==> src/rtl/tpu_pkg.sv <==
// Shared types for the result streaming path.
//   DATA_W      : default element width
//   tile_t      : 2x2 result tile, row-major, c00 in the most significant slot
//   ser_state_e : serializer state encoding
package tpu_pkg;

  localparam int unsigned DATA_W     = 8;
  localparam int unsigned TILE_ELEMS = 4;

  typedef struct packed {
    logic [DATA_W-1:0] c00;
    logic [DATA_W-1:0] c01;
    logic [DATA_W-1:0] c10;
    logic [DATA_W-1:0] c11;
  } tile_t;

  typedef enum logic {
    ST_IDLE = 1'b0,
    ST_SEND = 1'b1
  } ser_state_e;

endpackage

==> src/rtl/tile_fifo.sv <==
// Tile FIFO: one entry holds a whole packed tile.
//   clk, rst_n  : clock, async active-low reset (clears pointers only)
//   push_i      : write push_data_i at the tail (caller guarantees not full)
//   pop_i       : drop the head entry (caller guarantees not empty)
//   head_o      : current head entry
//   full_o      : all DEPTH entries occupied
//   empty_o     : no entries
//   count_o     : occupancy, 0..DEPTH
module tile_fifo #(
  parameter int unsigned WIDTH = 32,
  parameter int unsigned DEPTH = 2
) (
  input  logic                     clk,
  input  logic                     rst_n,
  input  logic                     push_i,
  input  logic [WIDTH-1:0]         push_data_i,
  input  logic                     pop_i,
  output logic [WIDTH-1:0]         head_o,
  output logic                     full_o,
  output logic                     empty_o,
  output logic [$clog2(DEPTH):0]   count_o
);

  localparam int unsigned ADDR_W = $clog2(DEPTH);
  localparam int unsigned PTR_W  = ADDR_W + 1;

  logic [WIDTH-1:0] mem_q [DEPTH];
  logic [PTR_W-1:0] wptr_q;
  logic [PTR_W-1:0] rptr_q;

  // Pointers carry one extra wrap bit so full and empty are distinguishable.
  always_ff @(posedge clk or negedge rst_n) begin
    if (!rst_n) begin
      wptr_q <= '0;
      rptr_q <= '0;
    end else begin
      if (push_i) wptr_q <= wptr_q + PTR_W'(1);
      if (pop_i)  rptr_q <= rptr_q + PTR_W'(1);
    end
  end

  // Storage is not reset; emptiness is decided by the pointers alone.
  always_ff @(posedge clk) begin
    if (push_i) mem_q[wptr_q[ADDR_W-1:0]] <= push_data_i;
  end

  assign head_o  = mem_q[rptr_q[ADDR_W-1:0]];
  assign count_o = wptr_q - rptr_q;
  assign empty_o = (wptr_q == rptr_q);
  assign full_o  = (wptr_q[ADDR_W-1:0] == rptr_q[ADDR_W-1:0]) &&
                   (wptr_q[ADDR_W] != rptr_q[ADDR_W]);

endmodule

==> src/rtl/result_streamer.sv <==
// Result streamer: buffers 2x2 result tiles and serializes them byte by byte.
//   clk, reset         : clock, async active-low reset
//   cap_valid, c00..c11: tile offer; captured when cap_ready is high
//   cap_ready          : FIFO has room (registered state only)
//   out_data/out_valid : serialized element stream, row-major
//   out_ready          : downstream accept
//   out_last           : final element (c11) of a tile
//   overflow           : sticky, a tile was offered while cap_ready was low
//   tiles_sent         : wrapping count of fully transmitted tiles
module result_streamer
  import tpu_pkg::ser_state_e;
  import tpu_pkg::ST_IDLE;
  import tpu_pkg::ST_SEND;
#(
  parameter int unsigned DATA_W = tpu_pkg::DATA_W,
  parameter int unsigned DEPTH  = 2
) (
  input  logic              clk,
  input  logic              reset,
  input  logic              cap_valid,
  input  logic [DATA_W-1:0] c00,
  input  logic [DATA_W-1:0] c01,
  input  logic [DATA_W-1:0] c10,
  input  logic [DATA_W-1:0] c11,
  output logic              cap_ready,
  output logic [DATA_W-1:0] out_data,
  output logic              out_valid,
  input  logic              out_ready,
  output logic              out_last,
  output logic              overflow,
  output logic [7:0]        tiles_sent
);

  localparam int unsigned PTR_W  = $clog2(DEPTH) + 1;
  localparam int unsigned TILE_W = 4 * DATA_W;

  ser_state_e        state_q;
  logic [1:0]        idx_q;
  logic              alive_q;
  logic              overflow_q;
  logic [7:0]        tiles_q;

  logic [TILE_W-1:0] head;
  logic              fifo_full;
  logic              fifo_empty;
  logic [PTR_W-1:0]  fifo_count;
  logic              push;
  logic              pop;
  logic              xfer;

  // alive_q keeps cap_ready low until the first edge after reset release.
  assign cap_ready = alive_q & ~fifo_full;
  assign push      = cap_valid & cap_ready;
  assign out_valid = (state_q == ST_SEND);
  assign xfer      = out_valid & out_ready;
  assign pop       = xfer & (idx_q == 2'd3);
  assign out_last  = out_valid & (idx_q == 2'd3);
  assign overflow  = overflow_q;
  assign tiles_sent = tiles_q;

  tile_fifo #(
    .WIDTH (TILE_W),
    .DEPTH (DEPTH)
  ) u_fifo (
    .clk         (clk),
    .rst_n       (reset),
    .push_i      (push),
    .push_data_i ({c00, c01, c10, c11}),
    .pop_i       (pop),
    .head_o      (head),
    .full_o      (fifo_full),
    .empty_o     (fifo_empty),
    .count_o     (fifo_count)
  );

  // Element select from the head tile; forced to zero when nothing is offered.
  always_comb begin
    out_data = '0;
    if (out_valid) begin
      case (idx_q)
        2'd0:    out_data = head[4*DATA_W-1 -: DATA_W];
        2'd1:    out_data = head[3*DATA_W-1 -: DATA_W];
        2'd2:    out_data = head[2*DATA_W-1 -: DATA_W];
        default: out_data = head[DATA_W-1 -: DATA_W];
      endcase
    end
  end

  // Serializer FSM, byte index, flags and tile counter.
  always_ff @(posedge clk or negedge reset) begin
    if (!reset) begin
      state_q    <= ST_IDLE;
      idx_q      <= 2'd0;
      alive_q    <= 1'b0;
      overflow_q <= 1'b0;
      tiles_q    <= 8'd0;
    end else begin
      alive_q <= 1'b1;
      if (cap_valid && !cap_ready) overflow_q <= 1'b1;
      case (state_q)
        ST_IDLE: begin
          if (!fifo_empty) begin
            state_q <= ST_SEND;
            idx_q   <= 2'd0;
          end
        end
        ST_SEND: begin
          if (out_ready) begin
            if (idx_q == 2'd3) begin
              tiles_q <= tiles_q + 8'd1;
              idx_q   <= 2'd0;
              // Stay in SEND (no bubble) if anything is left after the pop,
              // including a tile pushed on this same edge.
              if (fifo_count == PTR_W'(1) && !push) state_q <= ST_IDLE;
            end else begin
              idx_q <= idx_q + 2'd1;
            end
          end
        end
        default: state_q <= ST_IDLE;
      endcase
    end
  end

endmodule

==> config.mk <==
export PLATFORM = sky130hd
export DESIGN_NAME = result_streamer
export DESIGN_NICKNAME = d
export VERILOG_FILES = /design/src/rtl/tpu_pkg.sv /design/src/rtl/tile_fifo.sv /design/src/rtl/result_streamer.sv
export SDC_FILE = /design/constraint.sdc
export NUM_CORES = 1
export LEC_CHECK = 0
export BUFFER_PORTS_ARGS = -buffer_cell sky130_fd_sc_hd__buf_2
export CAP_MARGIN = 10
export CORE_MARGIN = 3
export CORE_UTILIZATION = 60
export CTS_CLUSTER_DIAMETER = 100
export DETAILED_ROUTE_END_ITERATION = 10
export PLACE_DENSITY = 0.87
export SYNTH_ARGS = -nofsm -noshare
export SYNTH_HDL_FRONTEND = slang
export SYNTH_HIERARCHICAL = 1
export SYNTH_SLANG_ARGS = --single-unit
==> constraint.sdc <==
create_clock -name clk -period 6.55 [get_ports clk]
set_clock_uncertainty 0.05 [all_clocks]
set_input_delay 0.9825 -clock clk [delete_from_list [all_inputs] [get_ports clk]]
set_output_delay 0.9825 -clock clk [all_outputs]
set_load 0.005 [all_outputs]
## Yosys cells after proc, flatten, opt, wreduce, memory -nomap -nowiden

Memory sizes are Yosys's and may differ from the RTL's.
Index checks and enable logic that the tools add are counted.

| word-level totals | value |
|---|---|
| flip-flop bits (word level) | 17 |
| bits in writable memories | 64 |
| memories | 1 |

| cells by class | value |
|---|---|
| eq/ne operators | 9 |
| bitwise gates (word level) | 7 |
| multiplexer cells | 13 |
| reduce and logical (&&, ||, !) cells | 8 |
| add/subtract/negate cells | 5 |

Memories:

| memory | depth | width | rd ports | clocked after Yosys merged registers in | write ports | line | text |
|---|---|---|---|---|---|---|---|
| u_fifo.mem_q | 2 | 32 | 1 | 0 | 1 | tile_fifo.sv:27 | `logic [WIDTH-1:0] mem_q [DEPTH];` |

Operators by type and width:

| kind | count |
|---|---|
| 8-bit case mux with 3 select lines | 1 |
| 8-bit by 1-bit adder with 8-bit output, second input constant | 1 |
| 8-bit 2-to-1 mux | 1 |
| 2-bit by 1-bit adder with 2-bit output, second input constant | 3 |
| 1-bit 2-to-1 mux | 6 |
| 2-bit 2-to-1 mux | 3 |
| 1-bit AND | 5 |
| 2-bit by 1-bit equality test with 1-bit output, second input constant | 2 |
| 2-bit equality test, second input constant | 2 |
| 2-bit inequality test, second input constant | 2 |
| 2-bit case mux with 2 select lines | 1 |
| 1-bit logical AND | 3 |
| 3-bit AND reduction | 1 |
| 2-bit equality test | 1 |
| 1-bit zero test | 2 |
| 2-bit zero test | 1 |
| 1-bit inverter | 2 |
| 1-bit case mux with 2 select lines | 1 |
| 2-bit AND reduction | 1 |
| 2-bit subtractor | 1 |
| 1-bit equality test | 1 |
| 1-bit inequality test | 1 |

## Depth between registers and ports, before layout

Gate-level depths: netlist of the first run.

| logic depth | value |
|---|---|
| word-level depth | 11 |
| mapped depth | 8 |
| gate-level depth less buffers | 8 |

## Modules after synthesis

The synthesis of the first run kept the hierarchy.

Modules (own cells, without submodules):

| module | area an instance (µm²) | sequential area each (µm²) | cells an instance | times used |
|---|---|---|---|---|
| tile_fifo | 2657.5 | 2021.9 | 118 | 1 |
| result_streamer | 829.5 | 325.3 | 87 | 1 |

## Worst setup path before layout of the first run

Ideal clock, no wire load.

| timing path | value |
|---|---|
| kind | reg2reg |
| start | register u_fifo.wptr_q[0] |
| end | memory u_fifo.mem_q[0][0] (enable) |
| cell stages (with the launch flop) | 8 |
| data required time | 6075 ps |
| path slack | 3372 ps |
| data arrival time | 2703 ps |
| buffers on the path | 0 |
| clock period less this slack | 3178 ps |
| library setup time | 425 ps |
| path through | dfrtp_1 inv_1 ha_1 inv_1 nor2_1 nor2b_1 and2_1 nor2b_1 |

| between the ends | value |
|---|---|
| cells in the longest elaborated chain, start to end | 7 |

RTL lines:

| element | line | text |
|---|---|---|
| start: declaration | tile_fifo.sv:28 | `logic [PTR_W-1:0] wptr_q;` |
| start signal: assignment | tile_fifo.sv:37 | `if (push_i) wptr_q <= wptr_q + PTR_W'(1);` |
| 1-bit equality test | tile_fifo.sv:50 | `assign full_o = (wptr_q[ADDR_W-1:0] == rptr_q[ADDR_W-1:0]) &&` |
| 1-bit logical AND | tile_fifo.sv:50 |  |
| named net fifo_full | result_streamer.sv:44 | `logic fifo_full;` |
| 1-bit inverter | result_streamer.sv:52 | `assign cap_ready = alive_q & ~fifo_full;` |
| 1-bit AND | result_streamer.sv:52 |  |
| named net cap_ready | result_streamer.sv:25 | `output logic cap_ready,` |
| 1-bit AND | result_streamer.sv:53 | `assign push = cap_valid & cap_ready;` |
| named net push | result_streamer.sv:47 | `logic push;` |
| 1-bit 2-to-1 mux | tile_fifo.sv:44 | `if (push_i) mem_q[wptr_q[ADDR_W-1:0]] <= push_data_i;` |
| 1-bit 2-to-1 mux (implied by the code) | tile_fifo.sv:44 |  |
| end: declaration | tile_fifo.sv:27 |  |

The timed path passes the listed nets, and every way through them passes these cells.

## Worst setup path in the final report of the first run

| timing path | value |
|---|---|
| start | register u_fifo.rptr_q[0] |
| end | output out_data[4] |

| between the ends | value |
|---|---|
| cells in the longest elaborated chain, start to end | 3 |

RTL lines:

| element | line | text |
|---|---|---|
| start: declaration | tile_fifo.sv:29 | `logic [PTR_W-1:0] rptr_q;` |
| start signal: assignment | tile_fifo.sv:38 | `if (pop_i) rptr_q <= rptr_q + PTR_W'(1);` |
| memory read 2 x 32 bit | n/a |  |
| named net head[12] | result_streamer.sv:43 | `logic [TILE_W-1:0] head;` |
| 8-bit case mux with 3 select lines | result_streamer.sv:80 | `case (idx_q)` |
| 8-bit 2-to-1 mux | result_streamer.sv:79 | `if (out_valid) begin` |
| end: declaration | result_streamer.sv:26 | `output logic [DATA_W-1:0] out_data,` |

The timed path passes the listed nets, and every way through them passes these cells.

==> impl_results.md, run 1 <==
- Status: complete, no violations
- Worst R2R End: u_fifo/mem_q[0][17]$_DFFE_PP_
- Hold_buf cts: 0
- Pleak: around 0.0016 uW
- Reg clk slew, reported paths: 0.08 ns
- Initial antenna violation count: 0
- Via-to-Cell Ratio: roughly 5.6
- Yosys warns: 6
- Reg-to-reg startpoint: u_fifo/rptr_q[0]$_DFFE_PN0P_
- Grt ovf: 0
- Post-synthesis net count: 247
- Die Span X: just over 80 um
- Min-delay worst type: register to register
- Core ar.: 5570 um2
- Initial Util: between 60% and 70%
- Worst Path Arrival: around 2.5 ns
- Max_slew headroom: between 30% and 40%
- Synth top area cells: edfxtp_1 (55%), dfrtp_1 (12%), mux2_4 (12%), a222oi_1 (2.3%), ha_1 (2.2%)
- Setup TNS: 0 ns
- Worst Setup Start Kind: register
- Post-Layout Inst Area: between 3000 and 4000 um2
- DPL Wire Length: between 3 and 4 mm
- Crit share post-route: 53.4%
- Setup violators final: 0
- Critical hold path startpoint: tiles_sent[7]$_DFFE_PN0P_
- Syn_area_per_cell: about 17 um2
- Crit path max fanout: 35
- Post-synth design cell area: 3490 um2
- Placed Cells: 325
- Synth top area share: between 50% and 60%
- Commonest non-fill, non-tap cell in the layout: edfxtp_1
- DRC violations left: 0
- Fin. max-slew vios: 0
- Drt pass-1 iters: 4
- CP Capture Type: output pin
- N_diodes: 0
- Vias: between 1500 and 2000
- Final Hold Viols: 0
- Final period demand of the worst path: 3.50 ns
- Power per cell area: 415 nW/um2
- GRT Util Overall: between 10% and 20%
- Share of cells above drive strength 1: about two fifths
- RSZ-0062 raised after global routing: no
- Vias in the first global route: roughly 1900
- Reg2Reg Depth: 7
- CTS tree: built
- Antenna viol nets, final: 0
- Net count, final: just over 300
- Clock sink count: 81
- Worst vdd ir: 242 uV
- Die Y: just over 80 um
- Reg-to-reg setup timing slack: ~3.6 ns
- Distinct cells, synth: 32
- Die area: 6760 um2
- CTS Buf Count: 9
- Area Growth Syn to Fin: 14.0%
- First-pass GRT wire length: ~9.5 mm
- Hold Path End: tiles_sent[7]$_DFFE_PN0P_
- Final wirelength: 5.91 mm
- Cts repair resizes: 0
- Largest net degree at the start of global routing: 36
- Cell Rows: 27
- Synth area leader: edfxtp_1
- Worst slew pin tran: ~1.0 ns
- Placed Area: 3780 um2
- Max Cap Viol: 0
- Fillers: 351
- Starting DRT DRC Count: roughly 140
- Post-CTS Setup Inserts: 0
- DR WL/cell: ~17 um
- Clock tree buffer depth: 2
- Req. time, crit path: approximately 5.5 ns
- Clock root buffer master: clkbuf_8
- Post-synthesis register bit count: 81
- Synthesized instance count: between 200 and 250
- Worst Hold Path Cells: 1
- Critical path type: register to output pin
- Worst skew pair latency: roughly 0.35 ns
- GP Congestion: 0.799
- Fin cells: about 340
- Most frequent cells in the layout: edfxtp_1 (64), buf_2 (55), mux2_4 (28)
- # port buffers: 55
- Seq/Total Area, Yosys: 67.3%
- H-tree Lvls: 3
- I/O pin count: between 50 and 60
- F_max: between 200 and 300 MHz
## kinds of logic after synthesis
kind of cell,synth area share (%)
simple gates,4.27
fa+ha+maj,2.15
mux,13.3
compound gates,5.96
xor+xnor,3.27
buf+inv,3.59
flops,67.3
other cells,0.108
## how the worst max path moves through the flow
| stage | from | to | depth (start not counted) |
|---|---|---|---|
| after global routing | u_fifo/rptr_q[0]$_DFFE_PN0P_ | out_data[5] | 4 |
| after CTS | u_fifo/rptr_q[0]$_DFFE_PN0P_ | out_data[4] | 4 |
| after detailed placement | u_fifo/rptr_q[0]$_DFFE_PN0P_ | out_data[4] | 4 |
| after global placement | u_fifo/rptr_q[0]$_DFFE_PN0P_ | out_data[5] | 4 |
| after floorplan | u_fifo/wptr_q[0]$_DFFE_PN0P_ | u_fifo/mem_q[0][0]$_DFFE_PP_ | 7 |
| final | u_fifo/rptr_q[0]$_DFFE_PN0P_ | out_data[4] | 4 |
## synth_stat cells, drive strengths merged
cell type / n
edfxtp: 64
mux2: 32
dfrtp: 17
a21oi: 9
inv: 9
a222oi: 8
buf: 8
nand2: 8
o21ai: 8
xnor2: 7
ha: 6
xor2: 6
and2: 4
nor2: 3
a32o: 2
nand3: 2
nor2b: 2
a21o: 1
a31oi: 1
and2b: 1
and3: 1
clkbuf: 1
conb: 1
nand4: 1
nor3: 1
nor4: 1
o21bai: 1
## sequential cells by signal, indices dropped and copies added (netlist names)
| signal | cells |
|---|---|
| u_fifo/mem_q | 64 |
| tiles_sent | 8 |
| idx_q | 2 |
| u_fifo/rptr_q | 2 |
| u_fifo/wptr_q | 2 |
| alive_q | 1 |
| out_valid | 1 |
| overflow | 1 |
## per-layer routing
layer,part of all wire [%],wire [um],GRT usage (%),vias to the layer above
met3,6.0,355,6.18,11
met5,0,0,0,-
li1,-,-,-,889
met4,1.6,97,7.81,0
met2,51,3040,31.0,68
met1,41,2420,25.0,949
## layout make-up
cell class | instances | area (um2) | area share (%)
flip-flops and latches | 81 | 2350 | 59.1
multi-input cells | 106 | 1020 | 25.6
repair buffers | 57 | 290 | 7.30
clock buffers | 9 | 124 | 3.12
well taps | 72 | 90.1 | 2.27
clock inverters | 7 | 71.3 | 1.79
inverters | 9 | 33.8 | 0.850
## stage by stage
stage	power [uW]	hold slack (ns)	setup slack, ns	util [%]
after floorplan	1170	0.412	3.37	-
after detailed placement	1300	0.430	3.39	67.8
after global routing	1740	0.453	2.92	71.3
after global placement	1290	0.400	3.43	67.8
final	1650	0.431	3.05	71.3
after CTS	1660	0.446	3.00	71.3
## critical path, stage by stage (launching register included)
cell	delay, ns
dfrtp_2	1.03
mux2_4	0.35
a222oi_1	0.41
a21oi_1	0.15
buf_2	0.16
## power breakdown
| part | switching (uW) | internal (uW) |
|---|---|---|
| sequential | 103 | 660 |
| clock | 181 | 175 |
| combinational | 236 | 294 |
| total | 521 | 1130 |
Note: power is estimated with default switching activity, not from simulation.
==> run 2, diff against run 1 <==
- ABC_AREA: unset -> 1
- CORE_UTILIZATION: 60 -> 56
- PLACE_DENSITY: 0.87 -> 0.82
- clock period: 6.55 -> 3.3 ns (I/O delays scaled with it)
==> run 2 against run 1 <==
Effect of this change: final cell count up 34%; highest routed layer unchanged; largest cell class unchanged; flip-flop and latch count is the same; global-route usage fell by 1.6 points; worst setup slack worse by 2.3 ns; critical path type unchanged.
==> impl_results.md, run 2 <==
- Fin. max-slew vios: 0 (unchanged)
- Vias: 2345 (was 1917)
- Clock root buffer master: clkbuf_8 (unchanged)
- Worst Path Arrival: 1.97 ns (was 2.47 ns)
- Met2 Track Usage GR: 30.4% (was 31.0%)
- Worst Setup Start Kind: register (unchanged)
- First-pass GRT wire length: 9.88 mm (was 9.49 mm)
- Placed Area: 3830 um2 (was 3780 um2)
- Area Growth Syn to Fin: 15.0% (was 14.0%)
- Post-synthesis register bit count: 81 (unchanged)
- Grt ovf: 0 (unchanged)
- Post-synthesis net count: 362 (was 247)
- Crit share post-route: around three quarters
- DRC violations left: 0 (unchanged)
- Via-to-Cell Ratio: 5.12 (was 5.62)
- Crit path max fanout: 12 (was 35)
- Critical path type: register to output pin (unchanged)
- Area of the multi-input gates: 875 um2 (was 1020 um2)
- Drt pass-1 iters: 4 (unchanged)
- Synthesized instance count: 320 (was 205)
- Max Cap Viol: 0 (unchanged)
- Die Y: 85.2 um (was 82.2 um)
- I/O pin count: 56 (unchanged)
- Fillers: 452 (was 351)
- Vias in the first global route: 2266 (was 1937)
- Die Span X: 85.2 um (was 82.2 um)
- Clock sink count: 81 (unchanged)
- Max reg flops: 64 (unchanged)
- Post-synth design cell area: 3510 um2 (was 3490 um2)
- Cts repair resizes: 0 (unchanged)
- Final Hold Viols: 0 (unchanged)
- DR WL/cell: 13.3 um (was 17.3 um)
- Number of flops mapped to enable cells by yosys: 64 (unchanged)
- Distinct cells, synth: 26 (was 32)
- Async set-or-reset flop fraction in the synthesized netlist: 21.0% (unchanged)
- Syn_area_per_cell: 11.0 um2 (was 17.0 um2)
- F_max: 397 MHz
- Max_slew headroom: 63.6% (was 33.6%)
- H-tree Lvls: 3 (unchanged)
- Most frequent cells in the layout: nand2_1 (74), edfxtp_1 (64), inv_1 (55), buf_2 (55), o21ai_0 (32) (was edfxtp_1 (64), buf_2 (55), mux2_4 (28))
- Die area: 7250 um2 (was 6760 um2)
- Storage element area: 2350 um2 (about the same)
- Gr busiest metal: met2 (unchanged)
- Largest net degree at the start of global routing: 51 (was 36)
- Synth top area cells: edfxtp_1 (55%), dfrtp_1 (12%), nand2_1 (7.9%), inv_1 (5.9%), o21ai_0 (4.6%) (was edfxtp_1 (55%), dfrtp_1 (12%), mux2_4 (12%), a222oi_1 (2.3%), ha_1 (2.2%))
- Worst vdd ir: 532 uV (was 242 uV)
- Antenna viol nets, final: 0 (unchanged)
- Initial antenna violation count: 0 (unchanged)
- M3 GR Usage: 4.76% (was 6.18%)
- Seq/Total Area, Yosys: 66.9% (was 67.3%)
- Cell Rows: 28 (was 27)
- # port buffers: 55 (unchanged)
- Starting DRT DRC Count: 143 (was 138)
- DPL Wire Length: 4.22 mm (was 3.80 mm)
- Setup violators final: 0 (unchanged)
- Setup TNS: 0 ns (unchanged)
- Worst slew pin tran: 0.546 ns (was 0.996 ns)
- CTS Buf Count: 9 (unchanged)
- Core ar.: 5990 um2 (was 5570 um2)
- N_diodes: 0 (unchanged)
- Synth top area share: 54.8% (was 55.1%)
- Power per cell area: 783 nW/um2 (was 415 nW/um2)
- CP Capture Type: output pin (unchanged)
- Share of cells above drive strength 1: 20.1% (was 40.9%)
- Initial Util: 58.6% (was 62.6%)
- Met1 usage: 21.6% (was 25.0%)
- Clock tree buffer depth: 2 (unchanged)
- Worst skew pair latency: 0.35 ns (about the same)
- Final period demand of the worst path: roughly 2.5 ns
- GRT Util Overall: 18.0% (was 19.5%)
- Req. time, crit path: 2.75 ns (was 5.52 ns)
- Post-CTS Setup Inserts: 0 (unchanged)
- Most frequent cell after synthesis: nand2_1 (was edfxtp_1)
- CTS tree: built (unchanged)
- Net count, final: 420 (was 306)
- Commonest non-fill, non-tap cell in the layout: nand2_1 (was edfxtp_1)
- Synth area leader: edfxtp_1 (unchanged)
- GP Congestion: 0.793 (was 0.799)
- Min-delay worst type: primary input to register (was register to register)
- Reg clk slew, reported paths: 0.09 ns (was 0.08 ns)
- Pleak: 0.00179 uW (was 0.00165 uW)
- Final wirelength: 6.11 mm (was 5.91 mm)
- Main synth FF type: edfxtp_1 (unchanged)
- Yosys warns: 6 (unchanged)
- Synth cell count leaders: nand2_1 (74), edfxtp_1 (64), inv_1 (55) (was edfxtp_1 (64), mux2_4 (28), dfrtp_1 (17))
- Post-Layout Inst Area: 4040 um2 (was 3980 um2)
- Status: complete, no violations (unchanged)
- RSZ-0062 raised after global routing: no (unchanged)
-- run 2: cell count changes after synthesis, sizes merged, moves of 3 or more --
| cell | before | now |
|---|---|---|
| nand2 | 8 | 74 |
| inv | 9 | 55 |
| o21ai | 8 | 42 |
| mux2 | 32 | 0 |
| a222oi | 8 | 0 |
| nand3 | 2 | 10 |
| a31oi | 1 | 8 |
| xnor2 | 7 | 1 |
| and2 | 4 | 0 |
| nor2 | 3 | 7 |
| buf | 8 | 11 |
-- run 2: through the flow --
step / hold slack [ns] / utilization (%) / instances / setup slack, ns / power (uW)
2_1_floorplan: 0.149 / - / 320 / 0.385 / 2160
3_3_place_gp: 0.385 / 64.0 / 441 / 1.02 / 2450
3_5_place_dp: 0.386 / 64.0 / 441 / 0.973 / 2490
4_1_cts: 0.262 / 67.4 / 458 / 0.749 / 3190
5_1_grt: 0.260 / 67.4 / 458 / 0.609 / 3400
6_report: 0.284 / 67.4 / 458 / 0.783 / 3160
-- run 2: cells by family after synthesis --
| kind of cell | after synthesis | share of synthesized area (%) |
|---|---|---|
| DFF | 81 | 66.9 |
| adders and majority gates | 6 | 2.14 |
| and+or+nand+nor | 96 | 11.6 |
| xor gates and xnor gates | 8 | 2.00 |
| buffers and inverters | 67 | 8.27 |
| other | 1 | 0.107 |
| AOI/OAI and AO/OA | 61 | 9.06 |
-- run 2: final cells by class --
cell class,count,area share (%)
Sequential cell,81,58.2
Timing Repair Buffer,59,7.94
Clock buffer,10,3.16
Clock inverter,6,1.64
Tap cell,75,2.32
Inverter,55,5.11
Multi-Input combinational cell,172,21.7
-- run 2: what timing repair did --
action / CTS / global route
hold buffers: 1 / 0
endpoints found under the hold margin: 10 / 0
setup endpoints to repair: 0 / 0
-- run 2: power by group --
group / total [uW] / internal [uW] / switching (uW)
combinational: 1030 / 397 / 633
clock: 693 / 352 / 341
sequential: 1440 / 1300 / 134
total: 3160 / 2050 / 1110
-- run 2: path summary, 6_finish.rpt --
kind,from,cells past startpoint,end,slack (ns)
worst min-delay path,c11[4],1,u_fifo/mem_q[0][4]$_DFFE_PP_,0.28
min in group asynchronous,reset,2,tiles_sent[1]$_DFFE_PN0P_,0.54
worst min register to register,overflow$_DFFE_PN0P_,1,overflow$_DFFE_PN0P_,0.43
worst max register to register,u_fifo/rptr_q[0]$_DFFE_PN0P_,9,u_fifo/mem_q[1][31]$_DFFE_PP_,0.95
worst max-delay path,idx_q[1]$_DFFE_PN0P_,5,out_data[7],0.78
max in group asynchronous,reset,2,tiles_sent[0]$_DFFE_PN0P_,2.38
-- run 2: worst max-delay path: stages (launching register included) --
cell and delay [ns]:
dfrtp_1 0.40, ha_1 0.50, inv_1 0.27, o21ai_0 0.23, a31oi_1 0.08, buf_2 0.14
-- run 2: routing by layer --
layer | vias to the layer above | part of all wire [%]
li1 | 1171 | -
met1 | 1100 | 42
met2 | 66 | 51
met3 | 8 | 5.6
met4 | 0 | 1.1
met5 | - | 0
==> run 3, diff against run 2 <==
- CORE_UTILIZATION: 56 -> 50
- PLACE_DENSITY: 0.82 -> 0.78
- clock period: 3.3 -> 2 ns (I/O delays scaled with it)
==> run 3 against run 2 <==
Effect of this change: the run now ends with setup timing left; final cell count is 8.7% higher; worst hold slack worse by 0.21 ns; power rose by 120%; register-to-register slack got worse by 0.99 ns; worst setup slack got worse by 0.82 ns; highest routed layer unchanged.
==> impl_results.md, run 3 (synthesis gave the netlist of run 2 again) <==
- Area of the multi-input gates: 1120 um2 (was 875 um2)
- First-pass GRT wire length: 12.4 mm (was 9.88 mm)
- Reg2Reg Depth: 10 (was 9)
- Met1 usage: 24.3% (was 21.6%)
- Drt pass-1 iters: 5 (was 4)
- Via-to-Cell Ratio: 5.22 (was 5.12)
- H-tree Lvls: 3 (unchanged)
- Fin cells: 498 (was 458)
- CTS tree: built (unchanged)
- F_max: 490 MHz
- Worst R2R End: u_fifo/mem_q[1][12]$_DFFE_PP_ (was u_fifo/mem_q[1][31]$_DFFE_PP_)
- Fillers: 432 (was 452)
- RSZ-0062 raised after global routing: yes (was no)
- Clock sink count: 81 (unchanged)
- Worst path max stage delay: 0.44 ns (was 0.50 ns)
- Max reg flops: 64 (unchanged)
- CP Launch Point: u_fifo/rptr_q[0]$_DFFE_PN0P_ (was idx_q[1]$_DFFE_PN0P_)
- Grt ovf: 0 (unchanged)
- Min-delay worst type: primary input to register (unchanged)
- Vias: 2599 (was 2345)
- Placed Cells: 461 (was 441)
- Final period demand of the worst path: 2.04 ns
- Critical-path cell list: buf_12, buf_16, o21ai_2, nand2_1, a31oi_2, buf_2 (was ha_1, inv_1, o21ai_0, a31oi_1, buf_2)
- Worst Setup Start Kind: register (unchanged)
- N_diodes: 0 (unchanged)
- Final Hold Viols: 0 (unchanged)
- Die Y: 89.8 um (was 85.2 um)
- Die Span X: 89.8 um (was 85.2 um)
- Largest net degree at the start of global routing: 33 (was 51)
- DR WL/cell: 17.3 um (was 13.3 um)
- M3 GR Usage: 6.43% (was 4.76%)
- Met2 Track Usage GR: 34.3% (was 30.4%)
- Core ar.: 6570 um2 (was 5990 um2)
- Clock tree buffer depth: 2 (unchanged)
- Critical path type: register to output pin (unchanged)
- Req. time, crit path: 1.65 ns (was 2.75 ns)
- Final wirelength: 8.63 mm (was 6.11 mm)
- Status: finished with violations (was complete, no violations)
- Setup ws final: -0.0405 ns (was 0.783 ns)
- CTS Buf Count: 9 (unchanged)
- Worst vdd ir: 807 uV (was 532 uV)
- Die area: 8060 um2 (was 7250 um2)
- Cell Rows: 29 (was 28)
- GRT Util Overall: 20.1% (was 18.0%)
- Gr busiest metal: met2 (unchanged)
- Crit share post-route: 102%
- Area Growth Syn to Fin: 35.2% (was 15.0%)
- Crit path max fanout: 5 (was 12)
- I/O pin count: 56 (unchanged)
- Vias in the first global route: 2485 (was 2266)
- Reg-to-reg startpoint: u_fifo/rptr_q[0]$_DFFE_PN0P_ (unchanged)
- Fin. max-slew vios: 0 (unchanged)
- Worst skew pair latency: 0.36 ns (was 0.35 ns)
- Starting DRT DRC Count: 240 (was 143)
- Failing checks: setup timing
- Crit path capture: out_data[3] (was out_data[7])
- Max Cap Viol: 0 (unchanged)
- Share of cells above drive strength 1: 37.3% (was 20.1%)
- Setup violators final: 50 (was 0)
- Antenna viol nets, final: 0 (unchanged)
- Reg-to-reg setup timing slack: -0.04 ns (was 0.95 ns)
- Commonest non-fill, non-tap cell in the layout: nand2_1 (unchanged)
- DPL Wire Length: 4.34 mm (was 4.22 mm)
- Clock root buffer master: clkbuf_8 (unchanged)
- Hold Slack: 0.0716 ns (was 0.284 ns)
- Storage element area: 2350 um2 (about the same)
- # port buffers: 55 (unchanged)
- CP Capture Type: output pin (unchanged)
- Initial Util: 53.4% (was 58.6%)
- Net count, final: 442 (was 420)
- DRC violations left: 0 (unchanged)
- Slowest cell on crit path: dfrtp_2 (was ha_1)
- GP Congestion: 0.798 (was 0.793)
- Reg clk slew, reported paths: 0.09 ns (about the same)
- Power per cell area: 1430 nW/um2 (was 783 nW/um2)
- Initial antenna violation count: 0 (unchanged)
- Most frequent cells in the layout: nand2_1 (73), edfxtp_1 (64), buf_2 (55) (was nand2_1 (74), edfxtp_1 (64), inv_1 (55), buf_2 (55), o21ai_0 (32))
- Worst Path Arrival: 1.69 ns (was 1.97 ns)
- Pleak: 0.00202 uW (was 0.00179 uW)
run 3: cell count changes in the layout (fill, tap and decap cells not counted), sizes merged:
| cell | before | now |
|---|---|---|
| inv | 56 | 55 |
| clkinvlp | 0 | 4 |
| clkbuf | 10 | 16 |
| bufinv | 1 | 0 |
| clkinv | 4 | 1 |
| buf | 58 | 75 |
run 3: how the worst min path moves through the flow:
stage	depth (start not counted)	slack [ns]	from	end
6_report	1	0.07	c11[7]	u_fifo/mem_q[1][7]$_DFFE_PP_
5_1_grt	1	0.05	c11[7]	u_fifo/mem_q[0][7]$_DFFE_PP_
4_1_cts	1	0.06	c11[7]	u_fifo/mem_q[1][7]$_DFFE_PP_
3_5_place_dp	1	0.20	reset	alive_q$_DFF_PN0_
3_3_place_gp	1	0.19	reset	overflow$_DFFE_PN0P_
2_1_floorplan	0	-0.05	reset	alive_q$_DFF_PN0_
run 3: cell type report:
cell class | count | area share [%]
clock buffer | 11 | 2.77
clock inverter | 5 | 0.844
inverter | 55 | 4.59
multi-input combinational | 172 | 23.7
sequential | 81 | 49.5
tap | 93 | 2.45
timing repair buffer | 81 | 16.1
run 3: power by group:
part / total (uW) / switching [uW] / internal [uW]
clock network: 1050 / 593 / 457
logic: 3390 / 1790 / 1600
registers: 2360 / 211 / 2150
run 3: per-stage QoR:
step / setup slack, ns / setup TNS (ns) / power (uW) / utilization, % / cell area [um2]
after floorplan: -0.0534 / -2.92 / 3590 / - / 3530
after global placement: 0.209 / 0 / 4170 / 59.6 / 3920
after detailed placement: 0.184 / 0 / 4240 / 59.6 / 3920
after CTS: -0.0283 / -0.103 / 6220 / 68.2 / 4480
after global routing: -0.128 / -2.71 / 7130 / 72.2 / 4740
final: -0.0405 / -0.957 / 6800 / 72.2 / 4740
run 3: routing by layer:
| layer | routed length [um] | vias to the layer above |
|---|---|---|
| li1 | - | 1232 |
| met1 | 3380 | 1214 |
| met2 | 4380 | 138 |
| met3 | 680 | 15 |
| met4 | 186 | 0 |
| met5 | 0 | - |
run 3: what timing repair did:
action | CTS | global route
setup endpoints to repair | 8 | 73
gates cloned | 6 | 7
hold buffers | 1 | 0
setup buffers | 4 | 3
endpoints found under the hold margin | 17 | 0
pin swaps | 33 | 14
resized for setup | 73 | 24
run 3: critical path, delay by kind of cell, from the launching register on:
family | cells | cell delay (ns)
compound gates | 2 | 0.34
flops | 1 | 0.44
buf+inv | 3 | 0.46
simple gates | 1 | 0.09
